`src/rtl/axi_slave_mem.sv`:
```
// Single-beat AXI slave backed by a DEPTH x 32-bit register memory.
// Independent write (AW/W/B) and read (AR/R) FSMs; every output comes straight from a flop.
module axi_slave_mem #(
    parameter int DEPTH = 16
) (
    input  logic        ACLK,
    input  logic        ARESET,
    input  logic        AWVALID,
    output logic        AWREADY,
    input  logic [31:0] AWADDR,
    input  logic [3:0]  AWID,
    input  logic        WVALID,
    output logic        WREADY,
    input  logic [31:0] WDATA,
    input  logic        WLAST,
    output logic        BVALID,
    input  logic        BREADY,
    output logic [1:0]  BRESP,
    output logic [3:0]  BID,
    input  logic        ARVALID,
    output logic        ARREADY,
    input  logic [31:0] ARADDR,
    input  logic [3:0]  ARID,
    output logic        RVALID,
    input  logic        RREADY,
    output logic [31:0] RDATA,
    output logic        RLAST,
    output logic [3:0]  RID
);

    localparam int AW = $clog2(DEPTH);

    localparam logic [1:0] W_IDLE     = 2'd0;
    localparam logic [1:0] W_GOT_ADDR = 2'd1;
    localparam logic [1:0] W_GOT_DATA = 2'd2;
    localparam logic [1:0] W_RESP     = 2'd3;

    localparam logic [0:0] R_IDLE = 1'b0;
    localparam logic [0:0] R_DATA = 1'b1;

    localparam logic [1:0] RESP_OKAY   = 2'b00;
    localparam logic [1:0] RESP_SLVERR = 2'b10;

    function automatic logic in_range(input logic [31:0] a);
        return (a >> (AW + 2)) == 32'd0;
    endfunction

    // Byte-offset bits are intentionally ignored.
    logic unused_addr_lsbs;
    assign unused_addr_lsbs = ^{AWADDR[1:0], ARADDR[1:0]};

    logic [31:0] mem_q [DEPTH];

    // ---------------- write path ----------------
    logic [1:0]  w_state_q, w_state_d;
    logic        awready_q, wready_q;
    logic [31:0] awaddr_q, wdata_q;
    logic [3:0]  awid_q;
    logic        wlast_q;
    logic        bvalid_q;
    logic [1:0]  bresp_q;
    logic [3:0]  bid_q;

    logic        aw_hs, w_hs, enter_resp, wr_ok;
    logic [31:0] eff_addr, eff_data;
    logic [3:0]  eff_id;
    logic        eff_last;

    assign aw_hs = AWVALID && awready_q;
    assign w_hs  = WVALID && wready_q;

    always_comb begin
        w_state_d = w_state_q;
        case (w_state_q)
            W_IDLE: begin
                if (aw_hs && w_hs) w_state_d = W_RESP;
                else if (aw_hs)    w_state_d = W_GOT_ADDR;
                else if (w_hs)     w_state_d = W_GOT_DATA;
            end
            W_GOT_ADDR: if (w_hs)  w_state_d = W_RESP;
            W_GOT_DATA: if (aw_hs) w_state_d = W_RESP;
            W_RESP:     if (BREADY && bvalid_q) w_state_d = W_IDLE;
            default:    w_state_d = W_IDLE;
        endcase
    end

    // Whichever half arrives on the completing edge is taken from the bus, the other from its capture flop.
    assign eff_addr   = aw_hs ? AWADDR : awaddr_q;
    assign eff_id     = aw_hs ? AWID   : awid_q;
    assign eff_data   = w_hs  ? WDATA  : wdata_q;
    assign eff_last   = w_hs  ? WLAST  : wlast_q;
    assign enter_resp = (w_state_d == W_RESP) && (w_state_q != W_RESP);
    assign wr_ok      = enter_resp && in_range(eff_addr) && eff_last;

    always_ff @(posedge ACLK or posedge ARESET) begin
        if (ARESET) begin
            w_state_q <= W_IDLE;
            awready_q <= 1'b0;
            wready_q  <= 1'b0;
            awaddr_q  <= '0;
            awid_q    <= '0;
            wdata_q   <= '0;
            wlast_q   <= 1'b0;
            bvalid_q  <= 1'b0;
            bresp_q   <= '0;
            bid_q     <= '0;
        end else begin
            w_state_q <= w_state_d;
            // Readies track the next state, so they come up one edge after reset release.
            awready_q <= (w_state_d == W_IDLE) || (w_state_d == W_GOT_DATA);
            wready_q  <= (w_state_d == W_IDLE) || (w_state_d == W_GOT_ADDR);
            if (aw_hs) begin
                awaddr_q <= AWADDR;
                awid_q   <= AWID;
            end
            if (w_hs) begin
                wdata_q <= WDATA;
                wlast_q <= WLAST;
            end
            if (enter_resp) begin
                bvalid_q <= 1'b1;
                bid_q    <= eff_id;
                bresp_q  <= wr_ok ? RESP_OKAY : RESP_SLVERR;
            end else if (BREADY && bvalid_q) begin
                bvalid_q <= 1'b0;
            end
        end
    end

    always_ff @(posedge ACLK or posedge ARESET) begin
        if (ARESET) begin
            for (int i = 0; i < DEPTH; i++) mem_q[i] <= '0;
        end else if (wr_ok) begin
            mem_q[eff_addr[AW+1:2]] <= eff_data;
        end
    end

    // ---------------- read path ----------------
    logic [0:0]  r_state_q, r_state_d;
    logic        arready_q, rvalid_q, rlast_q;
    logic [31:0] rdata_q;
    logic [3:0]  rid_q;
    logic        ar_hs, r_hs;

    assign ar_hs = ARVALID && arready_q;
    assign r_hs  = RREADY && rvalid_q;

    always_comb begin
        r_state_d = r_state_q;
        case (r_state_q)
            R_IDLE:  if (ar_hs) r_state_d = R_DATA;
            R_DATA:  if (r_hs)  r_state_d = R_IDLE;
            default: r_state_d = R_IDLE;
        endcase
    end

    // mem_q is sampled before this edge's write lands, giving pre-write data on a collision.
    always_ff @(posedge ACLK or posedge ARESET) begin
        if (ARESET) begin
            r_state_q <= R_IDLE;
            arready_q <= 1'b0;
            rvalid_q  <= 1'b0;
            rlast_q   <= 1'b0;
            rdata_q   <= '0;
            rid_q     <= '0;
        end else begin
            r_state_q <= r_state_d;
            arready_q <= (r_state_d == R_IDLE);
            if (ar_hs) begin
                rdata_q  <= in_range(ARADDR) ? mem_q[ARADDR[AW+1:2]] : 32'h0;
                rid_q    <= ARID;
                rlast_q  <= 1'b1;
                rvalid_q <= 1'b1;
            end else if (r_hs) begin
                rvalid_q <= 1'b0;
                rlast_q  <= 1'b0;
            end
        end
    end

    assign AWREADY = awready_q;
    assign WREADY  = wready_q;
    assign BVALID  = bvalid_q;
    assign BRESP   = bresp_q;
    assign BID     = bid_q;
    assign ARREADY = arready_q;
    assign RVALID  = rvalid_q;
    assign RDATA   = rdata_q;
    assign RLAST   = rlast_q;
    assign RID     = rid_q;

endmodule

```
`config.mk`:
```
export PLATFORM = sky130hd
export DESIGN_NAME = axi_slave_mem
export DESIGN_NICKNAME = d
export VERILOG_FILES = /design/src/rtl/axi_slave_mem.sv
export SDC_FILE = /design/constraint.sdc
export NUM_CORES = 1
export LEC_CHECK = 0
export CAP_MARGIN = 20
export CORE_AREA = 2 2 267 269
export DETAILED_ROUTE_END_ITERATION = 6
export DIE_AREA = 0 0 269 271
export GPL_TIMING_DRIVEN = 0
export HOLD_SLACK_MARGIN = 0.06
export PLACE_DENSITY = 0.58
export SLEW_MARGIN = 20
export SYNTH_ARGS = -nofsm -noshare
export SYNTH_HDL_FRONTEND = slang
export SYNTH_SLANG_ARGS = --single-unit
```
`constraint.sdc`:
```
create_clock -name ACLK -period 34.4 [get_ports ACLK]
set_input_delay 6.88 -clock ACLK [delete_from_list [all_inputs] [get_ports ACLK]]
set_output_delay 6.88 -clock ACLK [all_outputs]
set_load 0.005 [all_outputs]
```
# Word level (Yosys, flattened, before mapping)
# Index checks and enable logic that the tools add are counted.
dict set report classes {
  n_eq_ne 7
  bitwise_logic 4
  magnitude_cmp 3
  n_reduce_logical 18
  muxes 26
}
# op n
set op_table {}
lappend op_table {{$bwmux 512} 1}
lappend op_table {{$mux 32} 6}
lappend op_table {{$bmux 32 s4} 1}
lappend op_table {{$demux 32 s4} 1}
lappend op_table {{$logic_not 32->1} 2}
lappend op_table {{$mux 2} 7}
lappend op_table {{$ge 5x5->1 const B} 2}
lappend op_table {{$logic_and 1x1->1} 10}
lappend op_table {{$not 4->5} 2}
lappend op_table {{$eq 2x2->1 const B} 4}
lappend op_table {{$pmux 2 s4} 1}
lappend op_table {{$mux 1} 7}
lappend op_table {{$lt 5x1->1 const B} 1}
lappend op_table {{$eq 2x1->1 const B} 2}
lappend op_table {{$logic_not 2->1} 2}
lappend op_table {{$mux 4} 1}
lappend op_table {{$reduce_bool 2->1} 2}
lappend op_table {{$logic_or 1x1->1} 2}
lappend op_table {{$ne 2x2->1 const B} 1}
lappend op_table {{$not 1->1} 2}
lappend op_table {{$pmux 1 s2} 1}
dict set report totals {
  wordCells 90
  output_inout_bits 48
  ff_bits 631
  input_bits 112
}

# Logic depth before layout (Yosys ltp)
dict set report depth {
  ltp_word 10
  mapped_depth 9
}

# Worst setup path before layout
# Ideal clock, no wire load.
dict set report synth_path {
  kind {input to register}
  from {input port AWVALID}
  to {register mem_q[288] (netlist name)}
  path_stages 9
  setup_time_ns 0.125
  slack_ns 25.551
  path_buffers 4
  t_arrival_ns 8.724
  required_ns 34.275
  cell_sequence {buf_4 -> and2_1 -> buf_6 -> nand4_2 -> o22a_2 -> or4_1 -> buf_2 -> buf_6 -> mux2_4}
}
dict set report synth_between {
  elab_chain_cells 8
}
# element line_no
set synth_rtl {}
lappend synth_rtl {{start: declaration} 8} ;# input logic AWVALID,
lappend synth_rtl {{$logic_and 1x1->1 (*)} 69} ;# assign aw_hs = AWVALID && awready_q;
lappend synth_rtl {{$mux 32, or another cell as far along} -}
lappend synth_rtl {{$not 4->5 (not written as such) / $mux 2 (equally long branches)} {134, 76}}
lappend synth_rtl {{$ge 5x5->1 (not written as such), or another cell as far along} 134} ;# mem_q[eff_addr[AW+1:2]] <= eff_data;
lappend synth_rtl {{$logic_and 1x1->1 (not written as such) / $eq 2x2->1 (equally long branches)} {134, 92}}
lappend synth_rtl {{$mux 32 (not written as such) / $logic_and 1x1->1 (equally long branches)} {134, 92}}
lappend synth_rtl {{$demux 32 s4 / $logic_and 1x1->1 (equally long branches)} {134, 93}}
lappend synth_rtl {{$bwmux 512 / $logic_and 1x1->1 (equally long branches)} {134, 93}}
lappend synth_rtl {{end signal: indexed assignment} 134}
lappend synth_rtl {{end: declaration} 52} ;# logic [31:0] mem_q [DEPTH];
# Every way passes the cells marked *; elsewhere a longest branch is shown, timed or not.
# A chain may end at the register's enable or synchronous reset.

# Worst setup path in the final report
dict set report layout_path {
  from {input port WVALID}
  to {register mem_q[280] (netlist name)}
}
dict set report layout_between {
  elab_chain_cells 9
}
# element line_no
set layout_rtl {}
lappend layout_rtl {{start: declaration} 12} ;# input logic WVALID,
lappend layout_rtl {{$logic_and 1x1->1 (*)} 70} ;# assign w_hs = WVALID && wready_q;
lappend layout_rtl {{$mux 2} 78} ;# else if (w_hs) w_state_d = W_GOT_DATA;
lappend layout_rtl {{$mux 2} 77} ;# else if (aw_hs) w_state_d = W_GOT_ADDR;
lappend layout_rtl {{$mux 2} 76} ;# if (aw_hs && w_hs) w_state_d = W_RESP;
lappend layout_rtl {{$pmux 2 s4} 74} ;# case (w_state_q)
lappend layout_rtl {{$eq 2x2->1} 92} ;# assign enter_resp = (w_state_d == W_RESP) && (w_state_q != W_RESP);
lappend layout_rtl {{$logic_and 1x1->1} 92}
lappend layout_rtl {{$logic_and 1x1->1 (2 in series)} 93} ;# assign wr_ok = enter_resp && in_range(eff_addr) && eff_last;
# Marked as above.

==> results.md <==
- Dominant cell type by area after synthesis: dfrtp_1
- Post-Synth Adder-Cell Area: 0%
- DPL Wire Length: 49000 um
- Final setup TNS: 0 ns
- Area contributors post-synth: dfrtp_1, mux2_2, mux4_2, mux2_4, nand2_1
- Clock Path Buffers: 3
- Max_cap viols: 0
- Syn_nets: 1904
- Async SR Flop Fraction: 100%
- Simple-gate portion of the synthesized area: 3.45%
- Placed cell area: 0.0307 mm2
- Avg Cell Area, Syn: 15.5 um2
- Tmin final: 9.55 ns
- CTS Sinks: 628
- CP Launch Point: WVALID
- Routed Wire Length: 75800 um
- Switching Fraction: 28.3%
- Clock group share of total power: 41.3%
- Number of setup violations in the final report: 0
- Period utilisation layout: 27.8%
- Htree depth: 3
- Drt via density: 5.48
- Buffers on Ports: 150
- Critical path class: in -> reg
- Multiplexer share of the synthesized area: 34.0%
- Synthesized netlist cell count: 1792
- Starting Density: 39.9%
- Arrival @ worst endpoint: 10.02 ns
- Drt wl/cell: 25.2 um
- Number of synthesized flops with an enable pin: 0
- Met3 routed WL: 4300 um
- IO Pins: 160
- Die Ht: 271 um
- Grt ovf: 0
- Max Used Layer: met5
- Die Area: 0.0729 mm2
- Fmax achieved: 0.105 GHz
- Site Rows: 97
- Crit. End Element: flop
- Max Slew Vio Count: 0
- Internal power: 1.37 mW
- Met2 routed WL: 35900 um
- Hold WC Path Type: reg -> reg
- Post-synthesis compound-gate area fraction: 3.37%
- GR Util All Layers: 21.4%
- Hold path start: awid_q[1]
- Chip width: 269 um
- CP Launch Type: input pin
- Tightest Pin Transition: 1.06 ns
- Layout cells sized above 1: 42.2%
- Combinational Power Share: 16.2%
- Outcome: complete, no violations
- First-pass GRT wire length: 116000 um
- DRC violations left: 0
- Worst R2R Start: AWREADY
- Final Hold Vio Count: 0
- Clock tree from TritonCTS: done
- Yosys reg bits: 628
- Net Sw Power: 0.540 mW
- Worst vdd ir: 0.0480 mV
- CTS resizes: 0
- WL met1: 33300 um
- Yosys Warn Count: 0
- Final design instance area without fill: 0.0331 mm2
- 1st-pass router iterations: 5
- Clock transition at path regs: 0.05 ns
- Slew headroom: 29.4%
- Post-CTS setup buffers: 0
- Pwr/cell area: 57.6 mW/mm2
- CTS Buf Count: 72
- Diodes inserted: 0
- Xor-xnor portion of the synthesized cell area: 0%
- Nets: 2134
- Yosys cell types: 50
- Root Driver: clkbuf_16
- Yosys top cell area share: 56.5%
- Cell Area, Synth: 0.0278 mm2
- Via count: 16.5k
- Core box area: 0.0698 mm2
- Final GP Congestion: 0.828
- Number of DRC markers in iteration 0: 1087
- Power share of the sequential group: 42.4%
- Layout Area Growth over Synthesis: 19.1%
- Crit path max fanout: 10
- Hold Buf Count CTS: 0
- Number of global-route vias before repair: 18.0k
- Initial antenna violation count: 3
- Largest family of logic cells by synthesized area: multiplexers
- Synth Flop Type: dfrtp_1
- Worst Path Required: 34.87 ns
- ANT nets after route: 0
- Later-pin clock latency in the skew report: 0.61 ns
- RSZ-0062 raised after global routing: false
- Seq/Total Area, Yosys: 56.5%
- Largest net degree at the start of global routing: 105
- Clock skew: 0.0271 ns
- LEAKAGE: 16.0 nW
state kept, by name, summed over array words and instances, names as in the netlist:
name       count
RLAST          1
mem_q        512
BID            4
RDATA         32
ARREADY        1
awaddr_q      30
r_state_q      1
WREADY         1
AWREADY        1
w_state_q      2
BVALID         1
BRESP          1
wdata_q       32
wlast_q        1
awid_q         4
RID            4
power by group through the flow:
| stage | Clock (mW) | Sequential, mW | Combinational [mW] |
|---|---|---|---|
| after floorplan | 0 | 0.819 | 0.180 |
| after global placement | 0 | 0.822 | 0.303 |
| after detailed placement | 0 | 0.822 | 0.312 |
| after CTS | 0.806 | 0.809 | 0.313 |
| after global routing | 0.837 | 0.815 | 0.342 |
| final | 0.788 | 0.809 | 0.310 |
cell usage after synthesis (5+ instances only):
master      n
mux2_1      5
a22oi_1    62
clkbuf_1   74
nand3_1     6
nand4_1    11
nor4_1     18
buf_1      17
dfrtp_1   628
buf_2      44
mux4_2    128
a22o_1     32
nor2_1      6
a21oi_1     7
buf_6      10
inv_1      12
nand2_1   131
mux2_4     90
mux2_2    457
final timing paths:
| kind | endpoint | slack, ns | cells after the start |
|---|---|---|---|
| hold / removal | awid_q[1] | 0.47 | 2 |
| setup / recovery | mem_q[280] | 24.85 | 7 |
| max in group asynchronous | mem_q[14] | 25.81 | 5 |
| setup reg to reg | mem_q[280] | 31.18 | 7 |
| hold reg to reg | awid_q[1] | 0.47 | 2 |
| min in group asynchronous | mem_q[120] | 6.75 | 2 |
cell usage in the layout, fill, tap and decap left out, drive strengths merged, types with 21 or more instances in the layout:
cell,n
a22o,32
a22oi,62
buf,79
clkbuf,184
clkdlybuf4s50,150
dfrtp,628
mux2,552
mux4,128
nand2,133
nor4,21
critical path: stages:
cell	delay, ns
clkdlybuf4s50_1	0.55
a21oi_2	0.11
a211oi_4	0.59
nand2_2	0.28
nor4b_2	0.72
buf_2	0.49
mux2_2	0.38
stage by stage:
step	hold slack (ns)	utilization (%)	std cells	power [mW]	worst slack [ns]
after CTS	0.471	47.5	3013	1.93	24.86
after floorplan	0.436	-	1792	0.999	9.93
after detailed placement	0.455	44.0	2888	1.13	24.22
after global routing	0.499	47.5	3013	1.99	24.73
after global placement	0.452	43.7	2882	1.12	3.28
final	0.466	47.5	3013	1.91	24.85
cell families after synthesis:
group	after synthesis
muxes	681
DFF	628
and+or+nand+nor	200
buffers and inverters	161
AOI/OAI and AO/OA	121
other	1
layout make-up:
| type | count | area (um2) |
|---|---|---|
| Fill cell | 5971 | 36700 |
| Sequential cell | 628 | 15700 |
| Multi-Input combinational cell | 1003 | 11300 |
| Clock buffer | 108 | 2190 |
| Timing Repair Buffer | 156 | 1670 |
| Tap cell | 940 | 1180 |
| Buffer | 149 | 721 |
| Clock inverter | 17 | 250 |
| Inverter | 12 | 52.6 |
per-layer routing:
| layer | GRT usage [%] | vias up |
|---|---|---|
| li1 | - | 7105 |
| met1 | 29.0 | 8865 |
| met2 | 33.9 | 413 |
| met3 | 4.87 | 123 |
| met4 | 7.46 | 6 |
| met5 | 0 | - |
Power figures use the tool's default switching activity.
